## config.mk

```make
export PLATFORM = sky130hd
export DESIGN_NAME = signmag_encoder
export DESIGN_NICKNAME = d
export VERILOG_FILES = /design/src/rtl/signmag_pkg.sv /design/src/rtl/signmag_negate.sv /design/src/rtl/signmag_encoder.sv
export SDC_FILE = /design/constraint.sdc
export NUM_CORES = 1
export LEC_CHECK = 0
export ABC_CLOCK_PERIOD_IN_PS = 1850
export CAP_MARGIN = 40
export CORE_AREA = 10 10 56 58
export DETAILED_ROUTE_END_ITERATION = 16
export DIE_AREA = 0 0 66 68
export DONT_BUFFER_PORTS = 1
export GPL_ROUTABILITY_DRIVEN = 0
export PLACE_DENSITY = 0.64
export SLEW_MARGIN = 20
export SYNTH_ARGS = -nofsm -noshare
export SYNTH_HDL_FRONTEND = slang
export SYNTH_SLANG_ARGS = --single-unit
```

## constraint.sdc

```tcl
create_clock -name clk -period 1.85 [get_ports clk]
set_clock_uncertainty 0.05 [all_clocks]
set_input_delay 0.4625 -clock clk [delete_from_list [all_inputs] [get_ports clk]]
set_output_delay 0.4625 -clock clk [all_outputs]
set_load 0.02 [all_outputs]
```

## src/rtl/signmag_pkg.sv

```systemverilog
// Shared constants, types and the reference encoding for the sign-magnitude
// encoder. Used by signmag_negate and signmag_encoder.
package signmag_pkg;

  localparam int SMAG_DATA_W = 8;

  // Most negative two's-complement value; it has no sign-magnitude twin.
  localparam logic [SMAG_DATA_W-1:0] MOST_NEG = {1'b1, {(SMAG_DATA_W-1){1'b0}}};

  // Largest representable magnitude, used when MOST_NEG must be clamped.
  localparam logic [SMAG_DATA_W-2:0] SAT_MAG = '1;

  localparam logic [SMAG_DATA_W-2:0] SMAG_MAG_ONE = 1;

  typedef struct packed {
    logic                   sat;
    logic [SMAG_DATA_W-1:0] word;
  } sm_word_t;

  // Two's-complement to sign-magnitude for the default width.
  // MOST_NEG clamps to -(2^(W-1)-1) and raises sat, so negative zero never appears.
  function automatic sm_word_t tc_to_sm(input logic [SMAG_DATA_W-1:0] tc);
    sm_word_t r;
    r.sat = (tc == MOST_NEG);
    if (!tc[SMAG_DATA_W-1]) begin
      r.word = tc;
    end else if (r.sat) begin
      r.word = {1'b1, SAT_MAG};
    end else begin
      r.word = {1'b1, (~tc[SMAG_DATA_W-2:0]) + SMAG_MAG_ONE};
    end
    return r;
  endfunction

endpackage

```

## src/rtl/signmag_negate.sv

```systemverilog
// Combinational two's-complement -> sign-magnitude conversion with saturation
// of the most negative input. The default width reuses the package function;
// other widths use the equivalent generic logic.
module signmag_negate
  import signmag_pkg::*;
#(
  parameter int DATA_W = SMAG_DATA_W
) (
  input  logic [DATA_W-1:0] tc,
  output logic [DATA_W-1:0] sm,
  output logic              sat
);

  generate
    if (DATA_W == SMAG_DATA_W) begin : g_pkg
      sm_word_t r;

      assign r   = tc_to_sm(tc);
      assign sm  = r.word;
      assign sat = r.sat;
    end else begin : g_generic
      localparam logic [DATA_W-2:0] MAG_ONE = 1;

      logic is_min;

      assign is_min = (tc == {1'b1, {(DATA_W-1){1'b0}}});

      // Negate the low bits only: the sign of the result is forced separately.
      always_comb begin
        sm  = tc;
        sat = 1'b0;
        if (tc[DATA_W-1]) begin
          if (is_min) begin
            sm  = {1'b1, {(DATA_W-1){1'b1}}};
            sat = 1'b1;
          end else begin
            sm = {1'b1, (~tc[DATA_W-2:0]) + MAG_ONE};
          end
        end
      end
    end
  endgenerate

endmodule

```

## src/rtl/signmag_encoder.sv

```systemverilog
// Streaming two's-complement -> sign-magnitude encoder.
// Two registered stages (encode register, output register) with valid/ready on
// both sides and full throughput. Optional saturation counter is enabled by
// defining SMAG_SAT_CNT_EN, which adds the sat_count port.
module signmag_encoder
  import signmag_pkg::*;
#(
  parameter int DATA_W = SMAG_DATA_W,
  parameter int CNT_W  = 8
) (
  input  logic              clk,
  input  logic              rst,
  input  logic              in_valid,
  output logic              in_ready,
  input  logic [DATA_W-1:0] DataIn,
  output logic              out_valid,
  input  logic              out_ready,
  output logic [DATA_W-1:0] DataOut,
  output logic              out_sat
`ifdef SMAG_SAT_CNT_EN
  ,
  output logic [CNT_W-1:0]  sat_count
`endif
);

  generate
    if (DATA_W < 2 || CNT_W < 1) begin : g_bad_param
      $error("signmag_encoder: DATA_W must be >= 2 and CNT_W >= 1");
    end
  endgenerate

  logic              s1_valid;
  logic [DATA_W-1:0] s1_word;
  logic              s1_sat;

  logic [DATA_W-1:0] enc_word;
  logic              enc_sat;

  logic              s2_load;
  logic              s1_advance;
  logic              in_xfer;

  signmag_negate #(
    .DATA_W (DATA_W)
  ) u_negate (
    .tc  (DataIn),
    .sm  (enc_word),
    .sat (enc_sat)
  );

  // Output stage may take a new word when empty or when its word leaves now.
  assign s2_load    = !out_valid | out_ready;
  assign s1_advance = s1_valid & s2_load;
  // Held low during reset so nothing is accepted into a stage being cleared.
  assign in_ready   = !rst & (!s1_valid | s1_advance);
  assign in_xfer    = in_valid & in_ready;

  // Stage 1: capture the encoded input word and its saturation flag.
  always_ff @(posedge clk) begin
    if (rst) begin
      s1_valid <= 1'b0;
      s1_word  <= '0;
      s1_sat   <= 1'b0;
    end else if (in_xfer) begin
      s1_valid <= 1'b1;
      s1_word  <= enc_word;
      s1_sat   <= enc_sat;
    end else if (s1_advance) begin
      s1_valid <= 1'b0;
    end
  end

  // Stage 2: output register; holds its word while the sink stalls.
  always_ff @(posedge clk) begin
    if (rst) begin
      out_valid <= 1'b0;
      DataOut   <= '0;
      out_sat   <= 1'b0;
    end else if (s2_load) begin
      out_valid <= s1_valid;
      if (s1_valid) begin
        DataOut <= s1_word;
        out_sat <= s1_sat;
      end
    end
  end

`ifdef SMAG_SAT_CNT_EN
  localparam logic [CNT_W-1:0] CNT_ONE = 1;

  logic out_xfer;

  assign out_xfer = out_valid & out_ready;

  // Count saturated words as they leave; stick at full scale instead of wrapping.
  always_ff @(posedge clk) begin
    if (rst) begin
      sat_count <= '0;
    end else if (out_xfer && out_sat && (sat_count != '1)) begin
      sat_count <= sat_count + CNT_ONE;
    end
  end
`endif

endmodule
```

# After elaboration in Yosys (flattened, before gate mapping)
# Cells that the tools add are included.
[totals]
ff_bits = 20
latchBits = 0
ramBits = 0
mem_bits_ro = 0
input_bits = 12
output_inout_bits = 11
word_cells = 23
mem_count = 0
[op_classes]
add_sub_neg = 1
n_mul = 0
div_mod_pow = 0
order_cmp = 0
n_eq_ne = 1
n_shift = 0
n_mux = 4
bitwise = 6
n_reduce_logical = 5
[op_table]
columns = ["cell", "count"]
rows = [
  ["8-bit equality test (second input constant)", 1],
  ["8-bit two-way mux", 1],
  ["7-bit by 1-bit adder with 7-bit output (second input constant)", 1],
  ["7-bit two-way mux", 1],
  ["7-bit inverter", 1],
  ["1-bit AND", 3],
  ["1-bit logical NOT", 3],
  ["1-bit two-way mux", 2],
  ["1-bit bitwise OR", 2],
  ["2-bit AND reduction", 1],
  ["2-bit nonzero test", 1],
]

# Longest topological paths before layout
# Gate-level depths: netlist of the first run.
[depth]
depth_word = 7
ltp_mapped = 6
depth_no_buf = 6

# Cells and area by module
# A second synthesis of the first run with hierarchy kept.
[hier_totals]
cells_unflattened = 114
hier_area_um2 = 1011.0
[by_module_without_submodules]
columns = ["mod", "instances", "cells_per_inst", "area_per_inst_um2", "seq_area_each_um2"]
rows = [
  ["signmag_encoder", 1, 79, 807.0, 400.4],
  ["signmag_negate", 1, 35, 203.9, 0.0],
]

# Worst setup path after synthesis of the first run
# Ideal clock, no wire load.
[synth_path]
kind = "input to register"
from = "input port DataIn[4]"
to = "register s1_word[5]"
setup_time_ps = 120
t_arrival_ps = 1334
t_required_ps = 1680
path_slack_ps = 347
cell_stages = 4
path_buffers = 0
cell_sequence = "or3_4 > o31ai_1 > xor2_1 > a21oi_2"
[synth_between]
elab_chain_cells = 4
word_cells_on_any_way = 5
classes_between = "add/sub (1); eq/ne (1); mux (2); bitwise (1)"
[synth_rtl]
columns = ["element", "line_no", "text"]
rows = [
  ["start: declaration", "signmag_encoder.sv:15", "input logic [DATA_W-1:0] DataIn,"],
  ["7-bit inverter", "signmag_pkg.sv:30", "r.word = {1'b1, (~tc[SMAG_DATA_W-2:0]) + SMAG_MAG_ONE};"],
  ["7-bit by 1-bit adder with 7-bit output", "signmag_pkg.sv:30", ""],
  ["7-bit two-way mux *", "signmag_pkg.sv:27", "end else if (r.sat) begin"],
  ["8-bit two-way mux *", "signmag_pkg.sv:25", "if (!tc[SMAG_DATA_W-1]) begin"],
  ["end signal: assignment", "signmag_encoder.sv:66", "s1_word <= enc_word;"],
  ["end: declaration", "signmag_encoder.sv:33", "logic [DATA_W-1:0] s1_word;"],
]
# Every way passes the cells marked *; elsewhere a longest branch is shown, timed or not.
# A chain may end at the register's enable or synchronous reset.

# Worst setup path in the final report of the first run
[layout_path]
from = "register out_valid"
to = "output port in_ready"
[layout_between]
elab_chain_cells = 5
[layout_rtl]
columns = ["element", "line_no", "text"]
rows = [
  ["start: declaration", "signmag_encoder.sv:16", "output logic out_valid,"],
  ["start signal: assignment", "signmag_encoder.sv:80", "out_valid <= s1_valid;"],
  ["1-bit logical NOT", "signmag_encoder.sv:52", "assign s2_load = !out_valid | out_ready;"],
  ["1-bit bitwise OR", "signmag_encoder.sv:52", ""],
  ["1-bit AND", "signmag_encoder.sv:53", "assign s1_advance = s1_valid & s2_load;"],
  ["1-bit bitwise OR", "signmag_encoder.sv:55", "assign in_ready = !rst & (!s1_valid | s1_advance);"],
  ["1-bit AND", "signmag_encoder.sv:55", ""],
  ["end: declaration", "signmag_encoder.sv:14", "output logic in_ready,"],
]
# No other way between the ends.

==> flow_summary.toml, run 1 <==
[timing]
rsz0062_at_grt = "false"
tightest_slew_ns = 0.379
fmax_mhz = 584
period_share = 0.926
relSlewSlack = 0.747
hold_violations = 0
finalSetupTns_ns = 0
finalSetupViolations = 0
min_period_ns = 1.71
timing.hold.ws_ns = 0.174
slew_viol_final = 0

[yosys]
synth_cell_types = 22
synth_fp_nets = 108
synthCells = 95
yosysSeqAreaShare = 0.457
synth_area_um2 = 876
syn_avg_cell_area_um2 = 9.22
ys_ff_latch = 20
ys_warn_count = 0

[detailed_routing]
firstDrtPassIters = 3
first_iter_violations = 10
vias = 620
wl_per_cell_um = 13.7
ant_nets = 0
routed_wl_mm = 1.70
vias_per_cell = 5.00
drc = 0

[placed_design]
placed_area_um2 = 908
portBuffers = 0
dpl.hpwl_mm = 1.38

[finish]
fin_util = 0.443
diodes = 0
mostFrequentLayoutCell = "dfxtp_1"
synthToLayoutAreaGrowth_pct = 6.57
num-fill-cells = 213
layout-drive-gt1-share = 0.115
fin_nets = 111
design_area_um2 = 933
final_cell_mix = "dfxtp_1 (20), nor2_1 (13), o21ai_0 (10), mux2i_1 (10), nand2_1 (7)"

[pwr]
power.density_nw_per_um2 = 808
power_leakage_nw = 0.402
power_mw = 0.754
ir_drop_v = 0.000282

[cts]
cts_htree_levels = 1
post_cts_buffers = 0
cts_hold_buf = 0
clock_sinks = 20
path_clk_slew_ns = 0.10
cts-root-buf = "clkbuf_4"
cts_tree = "yes"
cts_buffers = 3
clkLatencyLatePin_ns = 0.29
clock_path_buffers = 2

[setup_path]
setup.worst_path.start_class = "register"
crit_type = "register to output port"
r2r_end = "s1_word[6]"
cp-endpoint = "in_ready"
cp_max_fo = 4
worstPathRequired_ns = 1.34
r2r_start = "out_valid"
crit_arrival_ns = 1.20
cp-end-kind = "output port"
crit_start = "out_valid"
r2r_cells = 5
r2r_slack_ns = 0.26

[floorplanning]
num_rows = 17
die_area_um2 = 4490
die_y_um = 68
initial_utilization = 0.416
pin_count = 23
core_um2 = 2110
die_w_um = 66

[flow_run]
drv_cap = 0

[global_route]
grt.total_usage = 0.0789
grt_overflow_total = 0
grt_antenna_before_repair = 0
grt_max_degree = 16
grt_pass1_wl_mm = 2.79
grt_pass1_vias = 623

[min_path]
holdPathStages = 1
min_path_type = "primary input to register"

[status]
outcome = "completed"
==> how the worst min path moves through the flow <==
| stage | startpoint | to | slack [ns] |
|---|---|---|---|
| 6_report | rst | DataOut[0] | 0.17 |
| 5_1_grt | rst | DataOut[3] | 0.16 |
| 4_1_cts | rst | DataOut[5] | 0.17 |
| 3_5_place_dp | s1_word[6] | s1_word[6] | 0.41 |
| 3_3_place_gp | s1_word[6] | s1_word[6] | 0.40 |
| 2_1_floorplan | s1_word[0] | s1_word[0] | 0.39 |
==> worst max-delay path, cell delays in order (launching register included) <==
cell and delay, ns:
dfxtp_1 0.50, and3b_1 0.31, nor2_2 0.11
==> cell usage after synthesis <==
cell type / count / area share
buf_2: 2 / 0.011
dfxtp_1: 20 / 0.46
inv_1: 6 / 0.026
and3b_1: 1 / 0.010
nor2b_2: 1 / 0.010
xnor2_1: 1 / 0.010
a21oi_2: 1 / 0.010
clkbuf_1: 2 / 0.0086
nor3b_4: 1 / 0.021
mux2i_1: 10 / 0.11
a21oi_1: 6 / 0.034
ha_1: 1 / 0.014
nand2_1: 7 / 0.030
o31ai_1: 3 / 0.026
nor4_4: 1 / 0.024
nor2_1: 14 / 0.060
nand2b_1: 2 / 0.014
o311ai_0: 1 / 0.010
o211ai_1: 1 / 0.0086
xor2_1: 3 / 0.030
o21ai_0: 10 / 0.057
or3_4: 1 / 0.013
==> power by group <==
group	switching (mW)	internal [mW]	total [mW]	leakage (nW)
registers	0.0241	0.456	0.480	0.164
logic	0.0406	0.0384	0.0789	0.224
clock network	0.120	0.0757	0.196	0.0138
total	0.185	0.570	0.754	0.402
==> area by class of cell <==
| cell class | count | area, um2 | area share |
|---|---|---|---|
| clock buffers | 3 | 22.5 | 0.0241 |
| inverters | 6 | 22.5 | 0.0241 |
| multi-input cells | 65 | 438 | 0.469 |
| flip-flops and latches | 20 | 400 | 0.429 |
| well taps | 28 | 35.0 | 0.0375 |
| repair buffers | 2 | 15.0 | 0.0161 |
==> registers in the layout (all words and copies together), names as in the netlist <==
| signal | cells |
|---|---|
| s1_word | 8 |
| s1_valid | 1 |
| out_valid | 1 |
| DataOut | 8 |
| out_sat | 1 |
| s1_sat | 1 |
==> metrics by stage <==
step | cells | setup WS [ns]
detailed placement | 121 | 0.256
global route | 124 | 0.0515
CTS | 124 | 0.0233
global placement | 121 | 0.284
floorplan | 95 | 0.347
finish | 124 | 0.136
==> repair_timing <==
item                                   4_1_cts  5_1_grt
endpoints found under the hold margin        0        0
setup endpoints to repair                    0        1
resized for setup                            0        1
==> per-layer routing <==
metal | GRT usage | part of all wire | vias up
li1 | - | - | 325
met1 | 0.0880 | 0.43 | 271
met2 | 0.118 | 0.42 | 20
met3 | 0.0359 | 0.13 | 4
met4 | 0.0550 | 0.022 | 0
met5 | 0 | 0 | -
==> cells by family after synthesis <==
kind of cell	count (synthesis)	share of synthesized area
muxes	10	0.114
adders and majority gates	1	0.0143
xor gates and xnor gates	4	0.0400
DFF	20	0.457
AOI/OAI and AO/OA	22	0.146
buffers and inverters	10	0.0457
and+or+nand+nor	28	0.183
(Power assumes the default switching activity.)
==> inputs of run 2 (changes only) <==
--- a/config.mk
+++ b/config.mk
@@ -8,6 +8,7 @@
 export ABC_CLOCK_PERIOD_IN_PS = 1850
 export CAP_MARGIN = 40
 export CORE_AREA = 10 10 56 58
+export CTS_BUF_LIST = sky130_fd_sc_hd__clkbuf_8
 export DETAILED_ROUTE_END_ITERATION = 16
 export DIE_AREA = 0 0 66 68
 export DONT_BUFFER_PORTS = 1
==> flow_summary.toml, run 2 (synthesis gave the netlist of run 1 again) <==
[finish]
final_cell_mix = "dfxtp_1 (20), nor2_1 (14), o21ai_0 (10), mux2i_1 (10), nand2_1 (7)"
synthToLayoutAreaGrowth_pct = 8.43
reg_top3 = "DataOut (8), s1_word (8)"
fin_util = 0.451
fin_nets = 111
layout-drive-gt1-share = 0.104
design_area_um2 = 950
num-fill-cells = 211
regArea_um2 = 400
multi_input_area_um2 = 435
fin_cells = 124
diodes = 0
mostFrequentLayoutCell = "dfxtp_1"

[floorplanning]
num_rows = 17
initial_utilization = 0.416
die_y_um = 68
core_um2 = 2110
die_w_um = 66
pin_count = 23
die_area_um2 = 4490

[global_route]
grt.total_usage = 0.0812
grt_overflow_total = 0
grt_pass1_wl_mm = 2.82
grt_pass1_vias = 628
grt_antenna_before_repair = 0
grt_max_degree = 16

[cts]
cts_tree = "yes"
cts_htree_levels = 1
path_clk_slew_ns = 0.07
post_cts_buffers = 0
cts-resized-gates = 0
cts_buffers = 3
clock_sinks = 20
clkLatencyLatePin_ns = 0.26
cts-root-buf = "clkbuf_8"
clock_path_buffers = 2
cts_hold_buf = 0

[timing]
tightest_slew_ns = 0.393
finalSetupViolations = 0
setup_ws_ns = 0.0960
hold_violations = 0
rsz0062_at_grt = "false"
period_share = 0.948
fmax_mhz = 570
min_period_ns = 1.75
relSlewSlack = 0.738
slew_viol_final = 0
timing.hold.ws_ns = 0.219
finalSetupTns_ns = 0

[min_path]
min_path_type = "primary input to register"

[setup_path]
path_delay_family = "simple AND/OR/NAND/NOR gates"
cp-end-kind = "output port"
crit_slowest_cell = "dfxtp_1"
crit_arrival_ns = 1.24
crit_chain = "and3b_1, nor2_1"
setup.worst_path.start_class = "register"
worstPathRequired_ns = 1.34
path_buf_inv = 0
cpPeakStageDelay_ns = 0.40
cp_max_fo = 4
crit_type = "register to output port"

[pwr]
ir_drop_v = 0.000302
power_mw = 0.836
power.density_nw_per_um2 = 880
power_leakage_nw = 0.410

[detailed_routing]
vias = 624
vias_per_cell = 5.03
drc = 0
wl_per_cell_um = 14.0
firstDrtPassIters = 3
first_iter_violations = 9
routed_wl_mm = 1.73
ant_nets = 0

[status]
outcome = "completed"

[placed_design]
placed_area_um2 = 908
pre_cts_ws_ns = 0.256
place_inst = 121
dpl.hpwl_mm = 1.38
portBuffers = 0

[flow_run]
drv_cap = 0
-- run 2: changes by cell type in the layout (fill, tap and decap cells not counted) --
cell      change
clkbuf_4      -3
clkbuf_8      +3
nor2_1        +1
nor2_2        -1
-- run 2: final cells by class --
cell class | instances | area share
clock buffers | 3 | 0.0435
multi-input cells | 65 | 0.458
well taps | 28 | 0.0369
repair buffers | 2 | 0.0158
inverters | 6 | 0.0237
flip-flops and latches | 20 | 0.422
-- run 2: path summary, 6_finish.rpt --
kind	startpoint	endpoint	slack, ns	cells after the start
setup / recovery	out_valid	in_ready	0.1	2
hold / removal	rst	DataOut[0]	0.22	1
setup reg to reg	out_valid	s1_word[6]	0.27	5
hold reg to reg	s1_word[1]	s1_word[1]	0.42	2
-- run 2: layer usage --
metal,global-route usage,up-vias,share of wire
met2,0.118,21,0.40
li1,-,324,-
met5,0,-,0
met4,0.0628,0,0.032
met3,0.0408,4,0.13
met1,0.0890,275,0.44
-- run 2: where the power goes --
part	switching (mW)	leakage (nW)	internal (mW)	total, mW
registers	0.0242	0.164	0.456	0.480
logic	0.0407	0.224	0.0380	0.0788
clock network	0.132	0.0216	0.145	0.277
-- run 2: worst register-to-register path: stages (launching register included) --
cell      delay, ns
dfxtp_1        0.40
and3b_1        0.27
nor3b_4        0.38
buf_4          0.22
o211ai_1       0.11
o21ai_0        0.10
==> inputs of run 3 (changes only) <==
--- a/config.mk
+++ b/config.mk
@@ -5,15 +5,16 @@
 export SDC_FILE = /design/constraint.sdc
 export NUM_CORES = 1
 export LEC_CHECK = 0
+export ABC_AREA = 1
 export ABC_CLOCK_PERIOD_IN_PS = 1850
 export CAP_MARGIN = 40
-export CORE_AREA = 10 10 56 58
+export CORE_AREA = 10 10 57 59
 export CTS_BUF_LIST = sky130_fd_sc_hd__clkbuf_8
 export DETAILED_ROUTE_END_ITERATION = 16
-export DIE_AREA = 0 0 66 68
+export DIE_AREA = 0 0 67 69
 export DONT_BUFFER_PORTS = 1
 export GPL_ROUTABILITY_DRIVEN = 0
-export PLACE_DENSITY = 0.64
+export PLACE_DENSITY = 0.65
 export SLEW_MARGIN = 20
 export SYNTH_ARGS = -nofsm -noshare
 export SYNTH_HDL_FRONTEND = slang
==> flow_summary.toml, run 3 <==
[timing]
hold_violations = 0
timing.hold.ws_ns = 0.218
finalSetupTns_ns = 0
finalSetupViolations = 0
slew_viol_final = 0
relSlewSlack = 0.821
tightest_slew_ns = 0.269
setup_ws_ns = 0.217
period_share = 0.883
fmax_mhz = 612
rsz0062_at_grt = "false"
min_period_ns = 1.63

[global_route]
grt_pass1_wl_mm = 3.52
grt_antenna_before_repair = 0
grt_pass1_vias = 810
grt_max_degree = 16
grt.total_usage = 0.0935
grt_overflow_total = 0

[detailed_routing]
routed_wl_mm = 2.03
dr_wl_met3_um = 190
ant_nets = 0
drc = 0
firstDrtPassIters = 4
m1WireLength_um = 828
vias_per_cell = 5.08
wl_met2_um = 946
first_iter_violations = 16
vias = 777
top_layer = "met4"
wl_per_cell_um = 13.3

[yosys]
synth_cell_types = 22
synth_edf_count = 0
ys.flop_type = "dfxtp_1"
ys_ff_latch = 20
synthCells = 125
ys_warn_count = 0
synth_fp_nets = 138
yosysMostFrequentCell = "nand2_1"
yosysSeqAreaShare = 0.428
ys_top_cells_by_area = "dfxtp_1 (43%), o21ai_0 (9.1%), nand2_1 (8.4%)"
yosys-top-cells-count = "nand2_1 (21), dfxtp_1 (20), inv_1 (20)"
synth_area_um2 = 935
synth_top_area_frac = 0.428
synth_top_area_cell = "dfxtp_1"
ys_async_sr_fraction = 0
syn_avg_cell_area_um2 = 7.48

[pwr]
power.density_nw_per_um2 = 1000
p_sw_frac = 0.230
ir_drop_v = 0.000491
p_seq_frac = 0.476
power_leakage_nw = 0.463
p_switching_mw = 0.235
power_mw = 1.02
power_frac_clock = 0.422
p_int_mw = 0.787
combPwrFrac = 0.102

[flow_run]
drv_cap = 0

[cts]
post_cts_buffers = 0
path_clk_slew_ns = 0.07
cts_htree_levels = 1
cts_buffers = 3
clock_path_buffers = 2
clkLatencyLatePin_ns = 0.26
cts_tree = "yes"
cts_hold_buf = 0
clock_sinks = 20
cts-root-buf = "clkbuf_8"
cts-resized-gates = 0

[floorplanning]
core_um2 = 2150
die_w_um = 67
die_y_um = 69
die_area_um2 = 4620
initial_utilization = 0.435
pin_count = 23
num_rows = 17

[setup_path]
crit_slowest_cell = "dfxtp_1"
crit_arrival_ns = 1.12
worstPathRequired_ns = 1.34
cpPeakStageDelay_ns = 0.47
crit_type = "register to output port"
setup.worst_path.start_class = "register"
crit_chain = "nand3_1, nand2_1, inv_1"
cp_max_fo = 3
cp-end-kind = "output port"

[placed_design]
portBuffers = 0
dpl.hpwl_mm = 1.66
placed_area_um2 = 950
place_inst = 149
pre_cts_ws_ns = 0.357

[finish]
fin_cells = 153
layout-drive-gt1-share = 0.144
design_area_um2 = 1020
diodes = 0
final_cell_mix = "nand2_1 (21), dfxtp_1 (20), inv_1 (20)"
fin_nets = 139
synthToLayoutAreaGrowth_pct = 9.24
fin_util = 0.475
reg_top3 = "DataOut (8), s1_word (8)"
mostFrequentLayoutCell = "nand2_1"

[status]
outcome = "completed"

[min_path]
min_path_type = "primary input to register"
[run 3: logic make-up (layout without fill, tap and decap cells)]
family          after synthesis  in the layout  share of synthesized area
simple gates                 45             45                      0.241
compound gates               31             31                      0.194
buf+inv                      27             27                      0.114
flops                        20             20                      0.428
fa+ha+maj                     1              1                     0.0134
xor+xnor                      1              1                    0.00937
[run 3: path summary, 6_finish.rpt]
kind | from | end | slack (ns) | cells after the start
setup reg to reg | out_valid | s1_word[5] | 0.43 | 6
hold / removal | rst | out_valid | 0.22 | 1
hold reg to reg | s1_word[0] | DataOut[0] | 0.42 | 2
setup / recovery | out_valid | in_ready | 0.22 | 3
[run 3: per-layer routing]
| metal | track usage | vias up |
|---|---|---|
| met1 | 0.104 | 355 |
| met3 | 0.0322 | 5 |
| met5 | 0 | - |
| met2 | 0.144 | 20 |
| met4 | 0.0611 | 0 |
| li1 | - | 397 |
[run 3: critical path, delay by kind of cell (launching register included)]
| kind | cells | cell delay [ns] |
|---|---|---|
| simple gates | 2 | 0.27 |
| buf+inv | 1 | 0.12 |
| flops | 1 | 0.47 |
[run 3: layout make-up]
cell class	instances	area (um2)
clock buffers	3	41.3
multi-input cells	78	428
flip-flops and latches	20	400
clock inverters	1	30.0
inverters	23	86.3
fillers	234	1130
well taps	28	35.0
[run 3: power groups by stage]
stage / Sequential, mW / Clock (mW) / Combinational (mW)
final: 0.486 / 0.431 / 0.105
after global routing: 0.490 / 0.451 / 0.122
after CTS: 0.487 / 0.437 / 0.106
after detailed placement: 0.497 / 0 / 0.104
after global placement: 0.497 / 0 / 0.101
after floorplan: 0.493 / 0 / 0.0898
